### config.mk
export PLATFORM = sky130hd
export DESIGN_NAME = prga_decrypt_fsm
export DESIGN_NICKNAME = d
export VERILOG_FILES = /design/src/rtl/rc4_pkg.sv /design/src/rtl/prga_byte_checker.sv /design/src/rtl/prga_decrypt_fsm.sv
export SDC_FILE = /design/constraint.sdc
export NUM_CORES = 1
export LEC_CHECK = 0
export CORE_ASPECT_RATIO = 1.4
export CORE_MARGIN = 2
export CORE_UTILIZATION = 39
export DETAILED_ROUTE_END_ITERATION = 8
export GPL_TIMING_DRIVEN = 0
export PLACE_DENSITY_LB_ADDON = 0.05
export SLEW_MARGIN = 20
export SYNTH_ARGS = -nofsm -noshare
export SYNTH_HDL_FRONTEND = slang
export SYNTH_SLANG_ARGS = --single-unit
### constraint.sdc
create_clock -name CLOCK_50 -period 3.7 [get_ports CLOCK_50]
set_clock_uncertainty 0.05 [all_clocks]
set_input_delay 0.555 -clock CLOCK_50 [delete_from_list [all_inputs] [get_ports CLOCK_50]]
set_output_delay 0.555 -clock CLOCK_50 [all_outputs]
set_load 0.05 [all_outputs]
### src/rtl/rc4_pkg.sv
// Shared RC4 constants and the PRGA state encoding.
package rc4_pkg;
  localparam int BYTE_W  = 8;
  localparam int S_DEPTH = 256;
  localparam int CHAR_LO = 97;
  localparam int CHAR_HI = 122;
  localparam logic [BYTE_W-1:0] SPACE = 8'h20;

  typedef enum logic [3:0] {
    IDLE,
    FETCH_SI, WAIT_SI, LATCH_SI,
    FETCH_SJ, WAIT_SJ, LATCH_SJ,
    WRITE_SI, WRITE_SJ,
    FETCH_F,  WAIT_F,  XOR_OUT,
    DONE
  } prga_state_t;
endpackage

### src/rtl/prga_byte_checker.sv
// Combinational plaintext filter: accepts CHAR_LO..CHAR_HI and optionally space.
module prga_byte_checker
  import rc4_pkg::*;
#(
  parameter int CHAR_LO     = rc4_pkg::CHAR_LO,
  parameter int CHAR_HI     = rc4_pkg::CHAR_HI,
  parameter bit ALLOW_SPACE = 1'b1
) (
  input  logic [BYTE_W-1:0] byte_in,
  output logic              accept
);
  always_comb begin
    accept = (int'(byte_in) >= CHAR_LO) && (int'(byte_in) <= CHAR_HI);
    if (ALLOW_SPACE && (byte_in == SPACE)) accept = 1'b1;
  end
endmodule

### src/rtl/prga_decrypt_fsm.sv
// RC4 PRGA + XOR decrypt over a 2-cycle-latency S memory, aborting on the first
// unprintable plaintext byte so the key search can move on quickly.
module prga_decrypt_fsm
  import rc4_pkg::*;
#(
  parameter int MSG_LEN     = 32,
  parameter int CHAR_LO     = rc4_pkg::CHAR_LO,
  parameter int CHAR_HI     = rc4_pkg::CHAR_HI,
  parameter bit ALLOW_SPACE = 1'b1
) (
  input  logic                       CLOCK_50,
  input  logic                       reset_n,
  input  logic                       start,
  input  logic [MSG_LEN*BYTE_W-1:0]  encrypted_data,
  input  logic [BYTE_W-1:0]          s_data_in,
  output logic [BYTE_W-1:0]          s_address_out,
  output logic [BYTE_W-1:0]          s_data_out,
  output logic                       s_write_enable_out,
  output logic [$clog2(MSG_LEN)-1:0] dec_address_out,
  output logic [BYTE_W-1:0]          dec_data_out,
  output logic                       dec_write_enable_out,
  output logic                       busy,
  output logic                       done,
  output logic                       key_valid
);
  localparam int K_W   = $clog2(MSG_LEN);
  localparam int IDX_W = $clog2(S_DEPTH);

  prga_state_t       state_q, state_d;
  logic [IDX_W-1:0]  i_q, i_d, j_q, j_d;
  logic [BYTE_W-1:0] si_q, si_d, sj_q, sj_d;
  logic [K_W-1:0]    k_q, k_d;
  logic              key_valid_q, key_valid_d;

  logic [BYTE_W-1:0] enc_byte, plain_byte;
  logic              byte_ok;

  assign enc_byte   = encrypted_data[int'(k_q)*BYTE_W +: BYTE_W];
  assign plain_byte = s_data_in ^ enc_byte;

  prga_byte_checker #(
    .CHAR_LO     (CHAR_LO),
    .CHAR_HI     (CHAR_HI),
    .ALLOW_SPACE (ALLOW_SPACE)
  ) u_checker (
    .byte_in (plain_byte),
    .accept  (byte_ok)
  );

  always_ff @(posedge CLOCK_50 or negedge reset_n) begin
    if (!reset_n) begin
      state_q     <= IDLE;
      i_q         <= '0;
      j_q         <= '0;
      k_q         <= '0;
      si_q        <= '0;
      sj_q        <= '0;
      key_valid_q <= 1'b0;
    end else begin
      state_q     <= state_d;
      i_q         <= i_d;
      j_q         <= j_d;
      k_q         <= k_d;
      si_q        <= si_d;
      sj_q        <= sj_d;
      key_valid_q <= key_valid_d;
    end
  end

  always_comb begin
    state_d     = state_q;
    i_d         = i_q;
    j_d         = j_q;
    k_d         = k_q;
    si_d        = si_q;
    sj_d        = sj_q;
    key_valid_d = key_valid_q;
    case (state_q)
      IDLE, DONE: begin
        if (start) begin
          i_d         = IDX_W'(1);
          j_d         = '0;
          k_d         = '0;
          key_valid_d = 1'b0;
          state_d     = FETCH_SI;
        end
      end
      FETCH_SI: state_d = WAIT_SI;
      WAIT_SI:  state_d = LATCH_SI;
      LATCH_SI: begin
        si_d    = s_data_in;
        j_d     = j_q + s_data_in;
        state_d = FETCH_SJ;
      end
      FETCH_SJ: state_d = WAIT_SJ;
      WAIT_SJ:  state_d = LATCH_SJ;
      LATCH_SJ: begin
        sj_d    = s_data_in;
        state_d = WRITE_SI;
      end
      WRITE_SI: state_d = WRITE_SJ;
      WRITE_SJ: state_d = FETCH_F;
      FETCH_F:  state_d = WAIT_F;
      WAIT_F:   state_d = XOR_OUT;
      XOR_OUT: begin
        if (!byte_ok) begin
          key_valid_d = 1'b0;
          state_d     = DONE;
        end else if (k_q == K_W'(MSG_LEN - 1)) begin
          key_valid_d = 1'b1;
          state_d     = DONE;
        end else begin
          k_d     = k_q + K_W'(1);
          i_d     = i_q + IDX_W'(1);
          state_d = FETCH_SI;
        end
      end
      default: state_d = IDLE;
    endcase
  end

  // Memory-side strobes are pure decodes of the state so they drop with reset.
  always_comb begin
    s_address_out        = '0;
    s_data_out           = '0;
    s_write_enable_out   = 1'b0;
    dec_address_out      = '0;
    dec_data_out         = '0;
    dec_write_enable_out = 1'b0;
    case (state_q)
      FETCH_SI, WAIT_SI: s_address_out = i_q;
      FETCH_SJ, WAIT_SJ: s_address_out = j_q;
      WRITE_SI: begin
        s_address_out      = i_q;
        s_data_out         = sj_q;
        s_write_enable_out = 1'b1;
      end
      WRITE_SJ: begin
        s_address_out      = j_q;
        s_data_out         = si_q;
        s_write_enable_out = 1'b1;
      end
      FETCH_F, WAIT_F: s_address_out = si_q + sj_q;
      XOR_OUT: begin
        dec_address_out      = k_q;
        dec_data_out         = plain_byte;
        dec_write_enable_out = 1'b1;
      end
      default: ;
    endcase
  end

  assign busy      = (state_q != IDLE) && (state_q != DONE);
  assign done      = (state_q == DONE);
  assign key_valid = key_valid_q;
endmodule

After elaboration in Yosys (flattened, before gate mapping)
Cells that the tools add are included.
{"block": "word_totals", "inputBits": 267, "reg_bits": 42, "word_cells": 73}
{"block": "classes", "n_eq_ne": 19, "n_mux": 25, "n_lt_le_gt_ge": 2, "addsub": 4, "n_shift": 1, "n_reduce_logical": 14, "bitwise_logic": 1}
{"cell": "$shiftx 256x9->8", "count": 1}
{"cell": "$pmux 4 s12", "count": 1}
{"cell": "$pmux 8 s2", "count": 3}
{"cell": "$mux 8", "count": 5}
{"cell": "$pmux 8 s3", "count": 1}
{"cell": "$eq 4x4->1 const B", "count": 5}
{"cell": "$mux 5", "count": 4}
{"cell": "$add 8x8->8", "count": 2}
{"cell": "$eq 4x3->1 const B", "count": 4}
{"cell": "$mux 4", "count": 3}
{"cell": "$pmux 5 s2", "count": 1}
{"cell": "$add 8x1->8 const B", "count": 1}
{"cell": "$eq 4x2->1 const B", "count": 2}
{"cell": "$eq 8x6->1 const B", "count": 1}
{"cell": "$ge 8x7->1 const B", "count": 1}
{"cell": "$le 8x7->1 const B", "count": 1}
{"cell": "$xor 8x8->8", "count": 1}
{"cell": "$mux 1", "count": 6}
{"cell": "$ne 2x2->1 const B", "count": 3}
{"cell": "$reduce_or 2->1", "count": 3}
{"cell": "$reduce_or 3->1", "count": 2}
{"cell": "$add 5x1->5 const B", "count": 1}
{"cell": "$eq 5x5->1 const B", "count": 1}
{"cell": "$eq 4x1->1 const B", "count": 1}
{"cell": "other kinds (10)", "count": 12}

Depth between registers and ports, before layout
{"block": "logic_depth", "word_depth": 7, "mapped_depth": 15, "depth_no_buf": 11}

By module
From an unflattened synthesis, not the netlist that was laid out.
{"block": "hier_totals", "hier_cells": 525, "area_unflattened_um2": 4999.8}
{"mod": "prga_decrypt_fsm", "cells_per_inst": 515, "instances": 1, "area_each_um2": 4936.0}
{"mod": "prga_byte_checker", "cells_per_inst": 10, "instances": 1, "area_each_um2": 63.8}

Worst setup path after synthesis
No wires, ideal clock.
{"block": "synth_path", "kind": "flip-flop to output port", "startpoint": "reg k_q[0]", "endpoint": "out dec_data_out[6]", "setup_slack_ns": 0.284, "path_stages_with_launch": 12, "path_buffers": 5, "required_time_ns": 3.095, "t_arrival_ns": 2.811, "path_cell_list": "dfrtp_1 buf_6 buf_6 buf_6 buf_6 buf_2 mux4_2 a21oi_1 o21ai_0 nand2_1 xor2_1 nor2_1"}
{"block": "synth_via", "elab_chain_cells": 3}
{"element": "start: declaration", "line": "prga_decrypt_fsm.sv:32", "source": "logic [K_W-1:0] k_q, k_d;"}
{"element": "start signal: assignment", "line": "prga_decrypt_fsm.sv:63", "source": "k_q <= k_d;"}
{"element": "$shiftx 256x9->8", "line": "prga_decrypt_fsm.sv:38", "source": "assign enc_byte = encrypted_data[int'(k_q)*BYTE_W +: BYTE_W];"}
{"element": "$xor 8x8->8", "line": "prga_decrypt_fsm.sv:39", "source": "assign plain_byte = s_data_in ^ enc_byte;"}
{"element": "$mux 8", "line": "prga_decrypt_fsm.sv:130", "source": "case (state_q)"}
{"element": "end: declaration", "line": "prga_decrypt_fsm.sv:20", "source": "output logic [BYTE_W-1:0] dec_data_out,"}
No other way between the ends.

Final worst setup path
{"block": "layout_path", "startpoint": "reg k_q[0]", "endpoint": "out dec_data_out[4]"}
Same word-level chain as after synthesis.

==> results.yml <==
clock_network:
  clock-root-buffer: "clkbuf_16"
  cts_tree: "built"
  clkTransAtPathRegs_ns: 0.07
  hold_buffers: 0
  cts.htree.levels: 2
  clk_latency_ns: 0.29
  max-clock-path-buffers: 2
  cts_buffers: 5
  clock_sinks: 42
global_route:
  grtUsageTotal: 0.325
  grt_pass1_vias: 6284
  grt_max_degree: 26
  overflow: 0
  grt_pass1_wl_mm: 34.5
  antenna_found_initial: 0
logic_synthesis:
  synthAdderAreaFrac: 0.0493
  muxShareOfSynthArea: 0.330
  synth_simple_gate_area_frac: 0.152
  synth-seq-cells: 42
  ys_types: 55
  syn_area_um2: 5130
  synth_top_cells_by_count: "mux2i_1 (71), nand2_1 (50), dfrtp_1 (42), nor2_1 (29), nand3_1 (25)"
  synth_top_cell_area_share: 0.205
  synth_edf_count: 0
  syn_inst: 541
  syn_nets: 827
  synth-main-ff-cell: "dfrtp_1"
  synth-compound-area-share: 0.170
  synth_largest_area_cell: "dfrtp_1"
  async_flop_share: 1.00
  synth.area.top_cells: "dfrtp_1 (20%), mux2i_1 (14%), mux4_2 (11%)"
  yosysMostFrequentCell: "mux2i_1"
  synth_warnings: 0
  synth_top_family_by_area: "multiplexers"
  syn_avg_cell_area_um2: 9.48
  synth-seq-area-share: 0.205
  synth_xor_area_frac: 0.0359
job:
  drv_cap: 0
timing:
  setup_ws_ns: 0.138
  fmax_ghz: 0.281
  layout_worst_path_cycle_share: 0.963
  finalSetupViolations: 0
  tightest_slew_ns: 1.01
  drv_slew: 0
  rsz0062_at_grt: "false"
  hold_violations: 0
  max_slew_margin: 0.322
  fin_crit_ns: 3.56
routing:
  vias: 5902
  wl_per_cell_um: 23.1
  vias_per_cell: 5.83
  drt-pass1-iter-count: 5
  postRouteAntennaNets: 0
  drc: 0
  drt_wl_total_mm: 23.4
  drtIter0Drc: 251
power_and_ir_drop:
  intPower_uw: 2650
  total_power_uw: 5260
  combPwrFrac: 0.765
  p_seq_frac: 0.148
  p_switching_uw: 2610
  pwr-share-clk: 0.086
  p_leak_uw: 0.00354
  peakVddDrop_mv: 0.393
  swShare: 0.496
  powerDensity_nw_per_um2: 604
placement:
  place_ws_ns: -0.711
  gp_congestion: 0.946
  dp_hpwl_mm: 19.6
  dp.cells: 996
  port_buffers: 300
floorplanning:
  die_w_um: 101
  start_util: 0.398
  core_area_um2: 12900
  die-area_um2: 14100
  ios: 301
  die_h_um: 140
  core.rowCount: 49
setup_path:
  worstPathMaxFanout: 10
  worstPathRequired_ns: 3.09
  criticalPathCategory: "reg -> out"
  end_kind: "primary output"
  cp.arrival_ns: 2.96
  critPathLaunchType: "register"
finish:
  drive_above_1_share: 0.121
  fin_cells: 1012
  area_growth_pct: 69.6
  antennaDiodeCount: 0
  num-nets-final: 1144
run_status:
  status: "complete, no violations"
min_path:
  min_path_type: "in -> async"
[layer usage]
metal | routed length [um] | up-vias | global-route usage
li1 | - | 2716 | -
met1 | 8330 | 2827 | 0.365
met2 | 12700 | 316 | 0.598
met3 | 1620 | 43 | 0.0598
met4 | 742 | 0 | 0.121
met5 | 0 | - | 0
[final timing paths]
kind / startpoint / slack [ns] / end / cells past startpoint
max: k_q[0] / 0.14 / dec_data_out[4] / 10
min: reset_n / 0.23 / si_q[7] / 1
max reg2reg: k_q[0] / 0.17 / state_q[0] / 13
min reg2reg: si_q[4] / 0.46 / si_q[4] / 2
max in group asynchronous: reset_n / 2.84 / j_q[0] / 2
min in group CLOCK_50: si_q[4] / 0.46 / si_q[4] / 2
[cell usage in the layout, fill, tap and decap left out, drive strengths merged, types with 3 or more instances in the layout]
cell type      instances
or2                    5
o21bai                 5
buf                   37
o21ai                 22
inv                   17
o22ai                  6
a221oi                 4
dfrtp                 42
nand2                 51
and2                   8
nand4                 11
mux2i                 71
nand3                 25
nor2                  29
o21a                   4
dlymetal6s2s           5
o221ai                 6
clkbuf                30
clkdlybuf4s50        284
xor2                   5
a21oi                 20
a22o                  10
nand2b                 9
a21o                   6
a211oi                 4
nor2b                  7
ha                    17
or3                    3
nor3                   8
a22oi                 20
mux4                  37
mux2                   9
xnor2                 16
[logic make-up after synthesis]
group / after synthesis
compound gates: 123
buf+inv: 58
mux: 117
fa+ha+maj: 19
xor+xnor: 21
simple gates: 161
flops: 42
[state kept, by name, indices dropped and copies added, names as in the netlist]
| name | cells |
|---|---|
| i_q | 8 |
| key_valid | 1 |
| state_q | 4 |
| k_q | 5 |
| j_q | 8 |
| sj_q | 8 |
| si_q | 8 |
[per-stage QoR]
stage	utilization	TNS [ns]	hold slack (ns)	cell area, um^2
3_3_place_gp	0.647	-11.38	0.423	8320
5_1_grt	0.676	0	0.271	8700
4_1_cts	0.665	0	0.252	8570
3_5_place_dp	0.650	-11.81	0.441	8360
2_1_floorplan	-	0	0.209	5130
6_report	0.676	0	0.227	8700
[power groups by stage]
stage	sequential (uW)	clock (uW)	combinational, uW
after global routing	802	474	4290
final	780	454	4020
after floorplan	743	0	2650
after detailed placement	785	0	3880
after global placement	769	0	3790
after CTS	777	458	3910
[worst max-delay path, cell delays in order (launching register included)]
cell	delay, ns
dfrtp_1	0.38
buf_6	0.14
buf_12	0.16
buf_16	0.18
buf_12	0.18
mux4_2	0.57
o2111ai_1	0.23
nand4_1	0.20
xnor2_2	0.21
nor2_1	0.17
buf_4	0.23
[layout make-up]
cell class / count / area (um^2)
fill: 1045 / 4170
sequential: 42 / 1050
buffer: 40 / 322
clock inverter: 1 / 5.00
clock buffer: 7 / 143
inverter: 17 / 63.8
multi-input combinational: 441 / 3850
timing repair buffer: 311 / 3080
tap: 153 / 191
[what timing repair did]
action | 4_1_cts | 5_1_grt
setup endpoints to repair | 31 | 30
resized for setup | 55 | 36
pin swaps | 1 | 4
buffers inserted | 2 | 7
Power figures use the tool's default switching activity.
